**src/rtl/fetch_unit.sv**
```systemverilog
// RV32I fetch stage: owns the PC, keeps one imem read in flight, and feeds decode through a skid-buffered valid/ready.
// Build option FETCH_MISALIGN_CHK_EN: misaligned redirect targets are reported to decode instead of fetched.
module fetch_unit #(
    parameter int unsigned      WIDTH     = 32,
    parameter logic [WIDTH-1:0] RESET_PC  = 32'h0000_0000,
    parameter logic [WIDTH-1:0] NOP_INSTR = 32'h0000_0013
) (
    input  logic             clk,
    input  logic             rst_n,
    output logic             imem_req,
    output logic [WIDTH-1:0] imem_addr,
    input  logic             imem_gnt,
    input  logic             imem_rvalid,
    input  logic [WIDTH-1:0] imem_rdata,
    input  logic             redirect_valid,
    input  logic [WIDTH-1:0] redirect_target,
    output logic             if_valid,
    input  logic             if_ready,
    output logic [WIDTH-1:0] if_instr,
    output logic [WIDTH-1:0] if_pc,
    output logic [6:0]       if_opcode,
    output logic [2:0]       if_funct3,
    output logic [6:0]       if_funct7,
    output logic             if_misaligned
);

    typedef enum logic [1:0] {IDLE, REQ, WAIT, HOLD} state_e;

    state_e           state_q, state_d;
    logic [WIDTH-1:0] pc_q, pc_d;
    logic [WIDTH-1:0] fetch_pc_q, fetch_pc_d;
    logic             req_q, req_d;
    logic             discard_q, discard_d;
    logic             out_valid_q, out_valid_d;
    logic [WIDTH-1:0] out_instr_q, out_instr_d;
    logic [WIDTH-1:0] out_pc_q, out_pc_d;
    logic             out_mis_q, out_mis_d;
    logic             skid_valid_q, skid_valid_d;
    logic [WIDTH-1:0] skid_instr_q, skid_instr_d;
    logic [WIDTH-1:0] skid_pc_q, skid_pc_d;
    logic [WIDTH-1:0] tgt;
    logic             tgt_mis;
    logic             consumed;

    always_comb begin
        state_d      = state_q;
        pc_d         = pc_q;
        fetch_pc_d   = fetch_pc_q;
        discard_d    = discard_q;
        out_valid_d  = out_valid_q;
        out_instr_d  = out_instr_q;
        out_pc_d     = out_pc_q;
        out_mis_d    = out_mis_q;
        skid_valid_d = skid_valid_q;
        skid_instr_d = skid_instr_q;
        skid_pc_d    = skid_pc_q;
        consumed     = out_valid_q && if_ready;
`ifdef FETCH_MISALIGN_CHK_EN
        tgt     = redirect_target;
        tgt_mis = |redirect_target[1:0];
`else
        tgt     = redirect_target & {{(WIDTH-2){1'b1}}, 2'b00};
        tgt_mis = 1'b0;
`endif

        if (imem_rvalid && discard_q)
            discard_d = 1'b0;
        if (consumed) begin
            out_valid_d = 1'b0;
            out_instr_d = NOP_INSTR;
            out_mis_d   = 1'b0;
        end

        case (state_q)
            IDLE: state_d = REQ;
            REQ: begin
                if (req_q && imem_gnt) begin
                    fetch_pc_d = pc_q;
                    pc_d       = pc_q + WIDTH'(4);
                    state_d    = WAIT;
                end
            end
            WAIT: begin
                if (imem_rvalid && !discard_q) begin
                    if (!out_valid_q || consumed) begin
                        out_valid_d = 1'b1;
                        out_instr_d = imem_rdata;
                        out_pc_d    = fetch_pc_q;
                        out_mis_d   = 1'b0;
                        state_d     = REQ;
                    end else begin
                        skid_valid_d = 1'b1;
                        skid_instr_d = imem_rdata;
                        skid_pc_d    = fetch_pc_q;
                        state_d      = HOLD;
                    end
                end
            end
            HOLD: begin
                // HOLD with an empty skid is the misaligned-target stall; only a redirect leaves it
                if (consumed && skid_valid_q) begin
                    out_valid_d  = 1'b1;
                    out_instr_d  = skid_instr_q;
                    out_pc_d     = skid_pc_q;
                    out_mis_d    = 1'b0;
                    skid_valid_d = 1'b0;
                    state_d      = REQ;
                end
            end
            default: state_d = IDLE;
        endcase

        if (redirect_valid) begin
            // a read granted now or still in flight must have its response dropped
            discard_d    = ((state_q == WAIT) && !imem_rvalid) || (req_q && imem_gnt) ||
                           (discard_q && !imem_rvalid);
            pc_d         = tgt;
            skid_valid_d = 1'b0;
            out_valid_d  = 1'b0;
            out_instr_d  = NOP_INSTR;
            out_mis_d    = 1'b0;
            state_d      = REQ;
            if (tgt_mis) begin
                out_valid_d = 1'b1;
                out_pc_d    = redirect_target;
                out_mis_d   = 1'b1;
                state_d     = HOLD;
            end
        end

        req_d = (state_d == REQ) && !discard_d;
    end

    always_ff @(posedge clk or negedge rst_n) begin
        if (!rst_n) begin
            state_q      <= IDLE;
            pc_q         <= RESET_PC;
            fetch_pc_q   <= RESET_PC;
            req_q        <= 1'b0;
            discard_q    <= 1'b0;
            out_valid_q  <= 1'b0;
            out_instr_q  <= NOP_INSTR;
            out_pc_q     <= RESET_PC;
            out_mis_q    <= 1'b0;
            skid_valid_q <= 1'b0;
            skid_instr_q <= NOP_INSTR;
            skid_pc_q    <= RESET_PC;
        end else begin
            state_q      <= state_d;
            pc_q         <= pc_d;
            fetch_pc_q   <= fetch_pc_d;
            req_q        <= req_d;
            discard_q    <= discard_d;
            out_valid_q  <= out_valid_d;
            out_instr_q  <= out_instr_d;
            out_pc_q     <= out_pc_d;
            out_mis_q    <= out_mis_d;
            skid_valid_q <= skid_valid_d;
            skid_instr_q <= skid_instr_d;
            skid_pc_q    <= skid_pc_d;
        end
    end

    assign imem_req      = req_q;
    assign imem_addr     = pc_q;
    assign if_valid      = out_valid_q;
    assign if_instr      = out_instr_q;
    assign if_pc         = out_pc_q;
    assign if_opcode     = out_instr_q[6:0];
    assign if_funct3     = out_instr_q[14:12];
    assign if_funct7     = out_instr_q[31:25];
    assign if_misaligned = out_mis_q;

endmodule

```
**config.mk**
```make
export PLATFORM = sky130hd
export DESIGN_NAME = fetch_unit
export DESIGN_NICKNAME = d
export VERILOG_FILES = /design/src/rtl/fetch_unit.sv
export SDC_FILE = /design/constraint.sdc
export NUM_CORES = 1
export LEC_CHECK = 0
export CELL_PAD_IN_SITES_DETAIL_PLACEMENT = 1
export CELL_PAD_IN_SITES_GLOBAL_PLACEMENT = 1
export CORE_AREA = 2 2 245 126
export CTS_CLUSTER_SIZE = 12
export DETAILED_ROUTE_END_ITERATION = 10
export DIE_AREA = 0 0 247 128
export MAX_ROUTING_LAYER = met4
export PLACE_DENSITY_LB_ADDON = 0.25
export SETUP_SLACK_MARGIN = 0.4
export SLEW_MARGIN = 20
export SYNTH_ARGS = -nofsm -noshare
export SYNTH_HDL_FRONTEND = slang
export SYNTH_SLANG_ARGS = --single-unit
```
**constraint.sdc**
```tcl
create_clock -name clk -period 3.6 [get_ports clk]
set_input_delay 1.08 -clock clk [delete_from_list [all_inputs] [get_ports clk]]
set_output_delay 1.08 -clock clk [all_outputs]
set_load 0.005 [all_outputs]
```
==> Yosys cells after proc, flatten, opt, wreduce, memory -nomap -nowiden <==
Cells that the tools add are included.
{ "op_classes": {"addsub": 1, "bitwise_logic": 1, "reduce_logical": 25, "div": 0, "multipliers": 0, "n_eq_ne": 10, "n_mux": 38, "shifts": 0, "magnitude_cmp": 0} }
{ "op_table": {"columns": ["operator", "count"], "rows": [
  ["$mux 32", 11],
  ["$pmux 32 s2", 2],
  ["$add 32x3->32 const B", 1],
  ["$mux 1", 16],
  ["$mux 2", 5],
  ["$ne 3x3->1 const B", 3],
  ["$logic_and 1x1->1", 8],
  ["$pmux 2 s4", 1],
  ["$reduce_and 4->1", 2],
  ["$ne 2x2->1 const B", 3],
  ["$pmux 1 s2", 3],
  ["$reduce_bool 2->1", 3],
  ["$eq 2x1->1 const B", 2],
  ["$eq 2x2->1 const B", 2],
  ["$logic_not 1->1", 4],
  ["$reduce_and 2->1", 2],
  ["$logic_or 1x1->1", 3],
  ["$reduce_and 3->1", 1],
  ["$reduce_bool 3->1", 1],
  ["$logic_not 2->1", 1],
  ["$not 1->1", 1]
]} }
{ "totals": {"latch_bits": 0, "inputBits": 70, "register_bits": 199, "rom_bits": 0, "mem_bits_rw": 0, "output_inout_bits": 116, "memories": 0} }

==> Longest topological paths before layout <==
Gate-level depths: netlist (run 1).
{ "logic_depth": {"word_depth": 8, "mapped_depth": 8, "mapped_depth_nobuf": 5} }

==> Worst setup path before layout (run 1) <==
OpenSTA, ideal clock, no wires.
{ "synth_path": {"path_kind": "in2reg", "startpoint": "input imem_gnt", "endpoint": "register pc_q[27], in the netlist imem_addr[27]", "path_stages": 5, "arrival_ns": 2.530, "setup_ns": 0.082, "required_ns": 3.518, "setup_slack_ns": 0.988, "path_buffers": 1, "path_cell_list": "nand4b_4 > or4_4 > buf_6 > or4_1 > a31oi_1"} }
{ "synth_between": {"elab_chain_cells": 3} }
{ "synth_lines": {"columns": ["element", "line", "source"], "rows": [
  ["start, declared", "12", "input logic imem_gnt,"],
  ["$logic_and 1x1->1", "77", "if (req_q && imem_gnt) begin"],
  ["$reduce_bool 2->1 (no source line)", null, null],
  ["$reduce_and 2->1 (no source line)", null, null],
  ["end signal, assigned", "150", "pc_q <= pc_d;"],
  ["end, declared", "30", "logic [WIDTH-1:0] pc_q, pc_d;"]
]} }
Every way passes these cells.
A chain may end at the register's enable or synchronous reset.

==> Worst setup path in the final report (run 1) <==
{ "layout_path": {"startpoint": "input imem_gnt", "endpoint": "register pc_q[22], in the netlist imem_addr[22]"} }
The elaborated chain is that of the path after synthesis.

==> results.toml, run 1 <==
[outcome]
status = "complete, no violations"

[floorplanning]
initial_core_util = 0.294
dieWidth_um = 247
chipHeight_um = 128
core_mm2 = 0.0297
num_io_pins = 186
row_count = 45
die-area_mm2 = 0.0316

[sta]
tns_ns = 0
fin_crit_sh = 0.831
setup_ws_ns = 0.607
worstMarginPinSlew_ns = 0.600
final-hold-violation-count = 0
relSlewSlack = 0.600
setup_viol = 0
post-route-min-period_ns = 2.99
rsz0062_at_grt = "false"
fmax_mhz = 334
hold-worst-slack_ns = 0.504
skew_ns = 0.0142
maxSlewViolCount = 0

[cts]
ctsResizeCount = 0
cts_setup_buffers = 0
clock_tree.root_cell = "clkbuf_16"
cts_made_buffers = 17
htree_levels = 4
cts_tree = "yes"
cts_hold_buf = 0
cts_buffer_depth = 2
clk_pin_slew_ns = 0.08
clk_latency_ns = 0.45
clock_sinks = 191

[synth]
synth_area_leaders = "dfrtp_1, mux2_2, nand2_1"
async_flop_share = 1.00
ys_seq_area_frac = 0.548
syn_area_mm2 = 0.00874
synth_cells = 841
syn_avg_cell_area_um2 = 10.4
synth_largest_area_cell = "dfrtp_1"
synth_top_area_share = 0.530
ys.flop_type = "dfrtp_1"
synth_edf_count = 0
yosys_warnings = 0
synth_seq_cells = 191
ys_types = 46

[global_routing]
grt_pass1_vias = 7220
antenna_found_initial = 1
grt.overflow.total = 0
grt_max_degree = 68
grt_pass1_wl_um = 43700
track_usage = 0.187

[critical_path]
crit_fanout = 18
path_cells = "clkdlybuf4s50_1, nand4b_4, or4_1, or4_1, a31oi_1"
cpMaxStageDelayCell = "or4_1"
cp.required_ns = 3.98
start_kind = "primary input"
endpoint_kind = "register"
crit_arrival_ns = 3.37
crit_type = "in2reg"
cpMostUsedCell = "or4_1"
max_stage_delay_ns = 0.82

[place]
dp.cells = 1365
portBuffers = 179
hpwlAfterDp_um = 19400
preCtsSetupSlack_ns = 0.150
place.gp.congestion = 0.741

[power]
ir_drop_v = 0.000395
power_density_mw_per_mm2 = 571
power.leakage_nw = 5.02

[min_path]
hold_class = "reg2reg"

[layout]
instances_no_fill = 1397
syn2layout_area_growth_pct = 31.5
fin_nets = 1056
diodes = 0
layout-drive-gt1-share = 0.135
final_cell_mix = "dfrtp_1, clkdlybuf4s50_1, nand2_1"
n_fill_cell = 3293
layout_commonest_cell = "dfrtp_1"

[route]
routed_wl_um = 27800
drt-pass1-iter-count = 5
drc = 0
postRouteAntennaNets = 0
num_vias = 7011
post_drt_wl_per_cell_um = 19.9
routed_via_density = 5.02
dr.first_iter.drc_count = 481

[job]
maxCapViolations = 0
critical path, delay by kind of cell:
kind | cells | cell delay [ns]
AND/OR/NAND/NOR | 3 | 1.58
AO/OA/AOI/OAI | 1 | 0.17
buffers and inverters | 1 | 0.54
final timing paths:
kind | slack (ns) | startpoint | cells after the start | endpoint
worst max-delay path | 0.61 | imem_gnt | 5 | imem_addr[22]
worst min-delay path | 0.50 | fetch_pc_q[10] | 2 | fetch_pc_q[10]
worst max register to register | 0.99 | state_q[1] | 6 | skid_instr_q[11]
worst min register to register | 0.50 | fetch_pc_q[10] | 2 | fetch_pc_q[10]
max in group asynchronous | 2.17 | rst_n | 2 | skid_instr_q[0]
min in group asynchronous | 0.63 | rst_n | 1 | if_instr[28]
report_power, final:
part	total, mW	internal (mW)	leakage (nW)	switching (mW)
combinational	1.67	0.809	2.25	0.864
clock	1.98	1.05	0.294	0.927
sequential	2.91	2.53	2.48	0.377
total	6.56	4.39	5.02	2.17
sequential cells by signal (all words and copies together), names as in the netlist:
| signal | count |
|---|---|
| imem_addr | 30 |
| discard_q | 1 |
| if_instr | 32 |
| skid_pc_q | 30 |
| skid_instr_q | 32 |
| if_misaligned | 1 |
| if_valid | 1 |
| fetch_pc_q | 30 |
| skid_valid_q | 1 |
| if_pc | 30 |
| state_q | 2 |
| imem_req | 1 |
cell type report:
type | count | area [um^2] | area share
sequential | 191 | 4790 | 0.417
multi-input combinational | 559 | 3530 | 0.307
timing repair buffer | 203 | 2020 | 0.176
tap | 399 | 499 | 0.0434
clock buffer | 17 | 425 | 0.0370
clock inverter | 15 | 179 | 0.0156
inverter | 13 | 48.8 | 0.00425
cells in the mapped netlist (2+ instances only):
master / instances
dfrtp_1: 185
nand2_1: 132
a21oi_1: 79
mux2_2: 62
clkbuf_1: 49
nor2_1: 38
mux2i_1: 31
nand3_1: 28
o21ai_0: 26
buf_4: 22
or4_1: 21
a31oi_1: 20
o211ai_1: 19
a211oi_1: 18
o31ai_1: 13
inv_1: 12
buf_2: 8
nor3_1: 8
o221ai_1: 8
nor3b_1: 7
dfstp_2: 6
nand4_1: 6
or3_1: 6
and4_1: 4
xor2_1: 4
nor2b_1: 3
xnor2_1: 3
a22oi_1: 2
and3_1: 2
nand2b_1: 2
or2_2: 2
routing by layer:
layer | routed length, um | track usage | share of wire | up-vias
met2 | 11300 | 0.247 | 0.41 | 156
met1 | 14900 | 0.289 | 0.54 | 3574
met5 | 0 | - | 0 | -
met3 | 1450 | 0.0425 | 0.052 | 14
li1 | - | - | - | 3267
met4 | 174 | 0.0344 | 0.0063 | 0
stage by stage:
stage          instance area, um^2   util  power [mW]
2_1_floorplan                 8750      -        3.62
3_3_place_gp                 10900  0.367        4.59
3_5_place_dp                 10900  0.367        4.64
4_1_cts                      11500  0.387        6.67
5_1_grt                      11500  0.387        6.96
6_report                     11500  0.387        6.56
cell families (layout without fill, tap and decap cells):
| kind of cell | after synthesis | in the layout | synth area share |
|---|---|---|---|
| simple gates | 266 | 266 | 0.146 |
| xor+xnor | 7 | 7 | 0.00702 |
| buf+inv | 94 | 248 | 0.0518 |
| fa+ha+maj | 1 | 1 | 0.00143 |
| other cells | 1 | 4 | 0.000429 |
| mux | 93 | 93 | 0.115 |
| flops | 191 | 191 | 0.548 |
| compound gates | 188 | 188 | 0.130 |
No activity file was read; power rests on OpenSTA's default activity.
==> run 2: changes to the inputs <==
==> constraint.sdc (replaced) <==
create_clock -name clk -period 2.6 [get_ports clk]
set_input_delay 0.78 -clock clk [delete_from_list [all_inputs] [get_ports clk]]
set_output_delay 0.78 -clock clk [all_outputs]
set_load 0.005 [all_outputs]
==> run 2 against run 1 <==
Against the previous run:
- global-route usage up 1.1 points
- largest power group unchanged
- final cell count up 5.1%
- sequential power up 36%
- largest cell class unchanged
- sequential share of layout area down 2.2 points
- combinational power up 54%
- non-clock buffer count up 72
- routed wire length up 5.2%
- critical path depth up 2
- register-to-register slack worse by 0.53 ns
- sequential cell count unchanged
- via count up 4.2%
==> results.toml, run 2 (synthesized netlist as in run 1, its figures left out) <==
[cts]
clk_latency_ns = 0.45
cts_made_buffers = 17
clk_pin_slew_ns = 0.07
htree_levels = 4
cts_buffer_depth = 2
cts_hold_buf = 0
clock_tree.root_cell = "clkbuf_16"
cts_tree = "yes"
clock_sinks = 191

[sta]
fmax_mhz = 460
rsz0062_at_grt = "true"
setup_viol = 0
fin_crit_sh = 0.835
post-route-min-period_ns = 2.17
hold-worst-slack_ns = 0.269
tns_ns = 0
final-hold-violation-count = 0
skew_ns = 0.0124
maxSlewViolCount = 0

[place]
hpwlAfterDp_um = 19900
place.gp.congestion = 0.774
dp.cells = 1395
portBuffers = 179
dpl-instance-area_mm2 = 0.0112

[power]
combPwrFrac = 0.277
p_seq_frac = 0.425
power.leakage_nw = 5.51
p_sw_frac = 0.326
ir_drop_v = 0.000421
power_density_mw_per_mm2 = 763
switching_power_mw = 3.03
clock_power_share = 0.298
intPower_mw = 6.28

[layout]
fin_nets = 1128
layout_commonest_cell = "dfrtp_1"
syn2layout_area_growth_pct = 39.6
diodes = 0
finalInstanceArea_mm2 = 0.0122
finish.utilization = 0.411
layout-drive-gt1-share = 0.223
final_cell_mix = "dfrtp_1, clkdlybuf4s50_1, nand2_1"
instances_no_fill = 1468

[critical_path]
crit_arrival_ns = 2.52
cp.required_ns = 2.95
r2r_setup_slack_ns = 0.46
crit_type = "in2reg"
startpoint = "imem_rvalid"
timing.rr.end = "imem_addr[19]"
reg2reg_depth = 7
endpoint_kind = "register"
start_kind = "primary input"
reg2reg_from = "imem_addr[2]"
crit_end = "if_instr[22]"
crit_fanout = 10

[floorplanning]
row_count = 45
num_io_pins = 186
die-area_mm2 = 0.0316
core_mm2 = 0.0297
dieWidth_um = 247
initial_core_util = 0.294
chipHeight_um = 128

[global_routing]
grt.overflow.total = 0
track_usage = 0.198
grt_max_degree = 48
antenna_found_initial = 0
grt_pass1_wl_um = 46100
grt_pass1_vias = 7600

[route]
num_vias = 7308
routed_via_density = 4.98
post_drt_wl_per_cell_um = 20.0
drt-pass1-iter-count = 4
drc = 0
postRouteAntennaNets = 0
routed_wl_um = 29300
dr.first_iter.drc_count = 396

[min_path]
hold_class = "in2async"

[job]
maxCapViolations = 0

[outcome]
status = "complete, no violations"
run 2: metrics by stage:
stage	setup WS [ns]	total power, mW
after floorplan	0.342	5.02
after global placement	-0.288	6.46
after detailed placement	-0.322	6.53
after CTS	0.402	9.41
after global routing	0.362	9.88
final	0.428	9.31
run 2: what timing repair did:
item / 4_1_cts / 5_1_grt
gates cloned: 0 / 2
pin swaps: 2 / 5
setup endpoints to repair: 62 / 76
buffers inserted: 34 / 6
endpoints found under the hold margin: 0 / 0
gates resized for setup: 59 / 18
run 2: routing by layer:
| metal | GRT usage | vias up | routed length (um) |
|---|---|---|---|
| met5 | - | - | 0 |
| met4 | 0.0390 | 0 | 233 |
| met3 | 0.0429 | 18 | 1230 |
| met2 | 0.264 | 145 | 12000 |
| met1 | 0.304 | 3728 | 15900 |
| li1 | - | 3417 | - |
run 2: cell type report:
class | instances | area [um^2]
fillers | 3251 | 17500
flip-flops and latches | 191 | 4820
multi-input cells | 559 | 3570
repair buffers | 275 | 2660
well taps | 399 | 499
clock buffers | 18 | 429
clock inverters | 13 | 174
inverters | 13 | 48.8
run 2: how the worst min path moves through the flow:
stage | from | end | slack (ns) | depth (start not counted)
6_report | rst_n | skid_instr_q[27] | 0.27 | 1
5_1_grt | rst_n | if_instr[27] | 0.28 | 1
4_1_cts | rst_n | if_instr[27] | 0.28 | 1
3_5_place_dp | skid_pc_q[6] | skid_pc_q[6] | 0.49 | 1
3_3_place_gp | skid_pc_q[30] | skid_pc_q[30] | 0.49 | 1
2_1_floorplan | fetch_pc_q[26] | fetch_pc_q[26] | 0.46 | 2
run 2: critical path: stages:
cell and delay [ns]:
clkdlybuf4s50_1 0.48, or3b_4 0.41, o22ai_4 0.11, buf_4 0.19, clkbuf_16 0.17, o211ai_1 0.09
a211oi_1 0.28
run 2: power groups by stage:
stage               clock network (mW)  registers, mW  logic [mW]
floorplan                            0           3.91        1.10
detailed placement                   0           4.04        2.49
global route                      2.97           4.04        2.87
finish                            2.78           3.95        2.58
CTS                               2.86           3.96        2.58
global placement                     0           4.02        2.45
==> RTL change, RTL diff (flow settings as in run 2) <==
The parameter `WIDTH` goes from 32 to 36.
--- a/src/rtl/fetch_unit.sv
+++ b/src/rtl/fetch_unit.sv
@@ -2,5 +2,5 @@
 // Build option FETCH_MISALIGN_CHK_EN: misaligned redirect targets are reported to decode instead of fetched.
 module fetch_unit #(
-    parameter int unsigned      WIDTH     = 32,
+    parameter int unsigned      WIDTH     = 36,
     parameter logic [WIDTH-1:0] RESET_PC  = 32'h0000_0000,
     parameter logic [WIDTH-1:0] NOP_INSTR = 32'h0000_0013
Interface: changed (5 resized); port bits go from 186 to 206. The function was not compared with the original's and may differ.
==> RTL change against run 2 <==
Register-to-register slack improved by 0.03 ns. Highest routed layer unchanged. Clock power rose by 12%. Sequential cell count rose by 24. Largest power group unchanged. Area after synthesis rose by 7.9%. Final cell count rose by 4.2%. Wire length rose by 2.8%. Critical path type is now flip-flop to output pin. Power rose by 6.7%. First-iteration DRC count fell by 3.0%. Via count rose by 2.1%. Worst setup slack got worse by 0.022 ns. Cell area rose by 7.0%. Global-route usage rose by 0.072 points.
==> RTL change: results (changes against run 2) <==
| Metric | Value |
|---|---|
| GPL Wtd Cong | `0.831 (+7.5%)` |
| Final period util | `0.844 (+0.00853)` |
| DRT Pass-1 Iters | `6 (+2)` |
| Clk_skew | `0.00759 ns (-0.00480 ns)` |
| Area of the multi-input gates | `0.00370 mm^2 (+3.6%)` |
| Synth area leaders | `dfrtp_1 55%, mux2_2 8.5%, nand2_1 6.4%` |
| Outcome | `completed` |
| R2r setup slk | `0.49 ns (+0.03 ns)` |
| Power Internal | `6900 uW (+10%)` |
| Seq area share | `0.415 (+0.0206)` |
| Worst Setup SP | `if_instr[1]$_DFF_PN1_` |
| M1 WL | `15800 um (-0.40%)` |
| Peak supply drop | `0.000494 V (+18%)` |
| Post-Synth Adder-Cell Area | `0.00133 (-0.000105)` |
| WL met2 | `12300 um (+3.2%)` |
| Avg Cell Area, Syn | `10.7 um^2 (+3.0%)` |
| Grt met1 use | `0.304 (+0.000314)` |
| Antenna Cells | `3 (+3)` |
| Clk_lat worst skew | `0.52 ns (+0.07 ns)` |
| First-pass GRT wire length | `46800 um (+1.6%)` |
| PortBufs | `199 (+11%)` |
| Invs w/o clock | `5 (-8)` |
| Bufs w/o clock | `280 (+1.8%)` |
| CP max FO | `2 (-8)` |
| Layout fillers | `3224 (-0.83%)` |
| Vias in the first global route | `7780 (+2.4%)` |
| Critical-path top delay cell | `dfstp_2` |
| Clock buffer count | `31 (+13)` |
| Worst reg2reg path depth | `6 (-1)` |
| Most frequent cells after synthesis | `209 x dfrtp_1, 161 x nand2_1, 71 x mux2_2` |
| Initial antenna violation count | `3 (+3)` |
| Cell family with most CP delay | `flip-flops` |
| R2r endpoint | `imem_addr[35]$_DFFE_PN0P_` |
| Multi-In Gates | `591 (+5.7%)` |
| Leak | `0.00671 uW (+22%)` |
| HPWL Detailed | `20400 um (+2.4%)` |
| DP Area | `0.0119 mm^2 (+6.6%)` |
| GRT Resource Usage Total | `0.199 (+0.000723)` |
| Final std cells w/o fill | `1529 (+4.2%)` |
| Max Buffers Root-to-Sink | `3 (+1)` |
| Largest net degree at the start of global routing | `66 (+38%)` |
| Post-synthesis xor/xnor area fraction | `0.0288 (+0.0218)` |
RTL change: how the worst min path moves through the flow:
stage / start / to / slack [ns] / cells past startpoint
6_report: rst_n / skid_instr_q[18]$_DFFE_PN0P_ / 0.16 / 1
5_1_grt: rst_n / if_instr[13]$_DFF_PN0_ / 0.17 / 1
4_1_cts: rst_n / if_instr[13]$_DFF_PN0_ / 0.16 / 1
3_5_place_dp: if_instr[21]$_DFF_PN0_ / if_instr[21]$_DFF_PN0_ / 0.47 / 2
3_3_place_gp: if_instr[21]$_DFF_PN0_ / if_instr[21]$_DFF_PN0_ / 0.47 / 2
2_1_floorplan: fetch_pc_q[35]$_DFFE_PN0P_ / fetch_pc_q[35]$_DFFE_PN0P_ / 0.46 / 2
RTL change: stage by stage:
stage | hold WS [ns] | total power, uW
after floorplan | 0.464 | 5460
after global placement | 0.466 | 6860
after CTS | 0.158 | 10100
final | 0.158 | 9930
after global routing | 0.169 | 10500
after detailed placement | 0.473 | 6940
RTL change: what timing repair did:
item / in CTS / in global routing
setup endpoints to repair: 104 / 53
buffers inserted: 42 / 9
gates cloned: 0 / 0
hold buffers: 0 / 0
pin swaps: 1 / 0
resized for setup: 97 / 41
RTL change: power by group through the flow:
| stage | combinational [uW] | sequential, uW | clock (uW) |
|---|---|---|---|
| 6_report | 2470 | 4360 | 3100 |
| 3_5_place_dp | 2420 | 4520 | 0 |
| 4_1_cts | 2480 | 4380 | 3190 |
| 2_1_floorplan | 1090 | 4370 | 0 |
| 5_1_grt | 2740 | 4450 | 3350 |
| 3_3_place_gp | 2370 | 4490 | 0 |
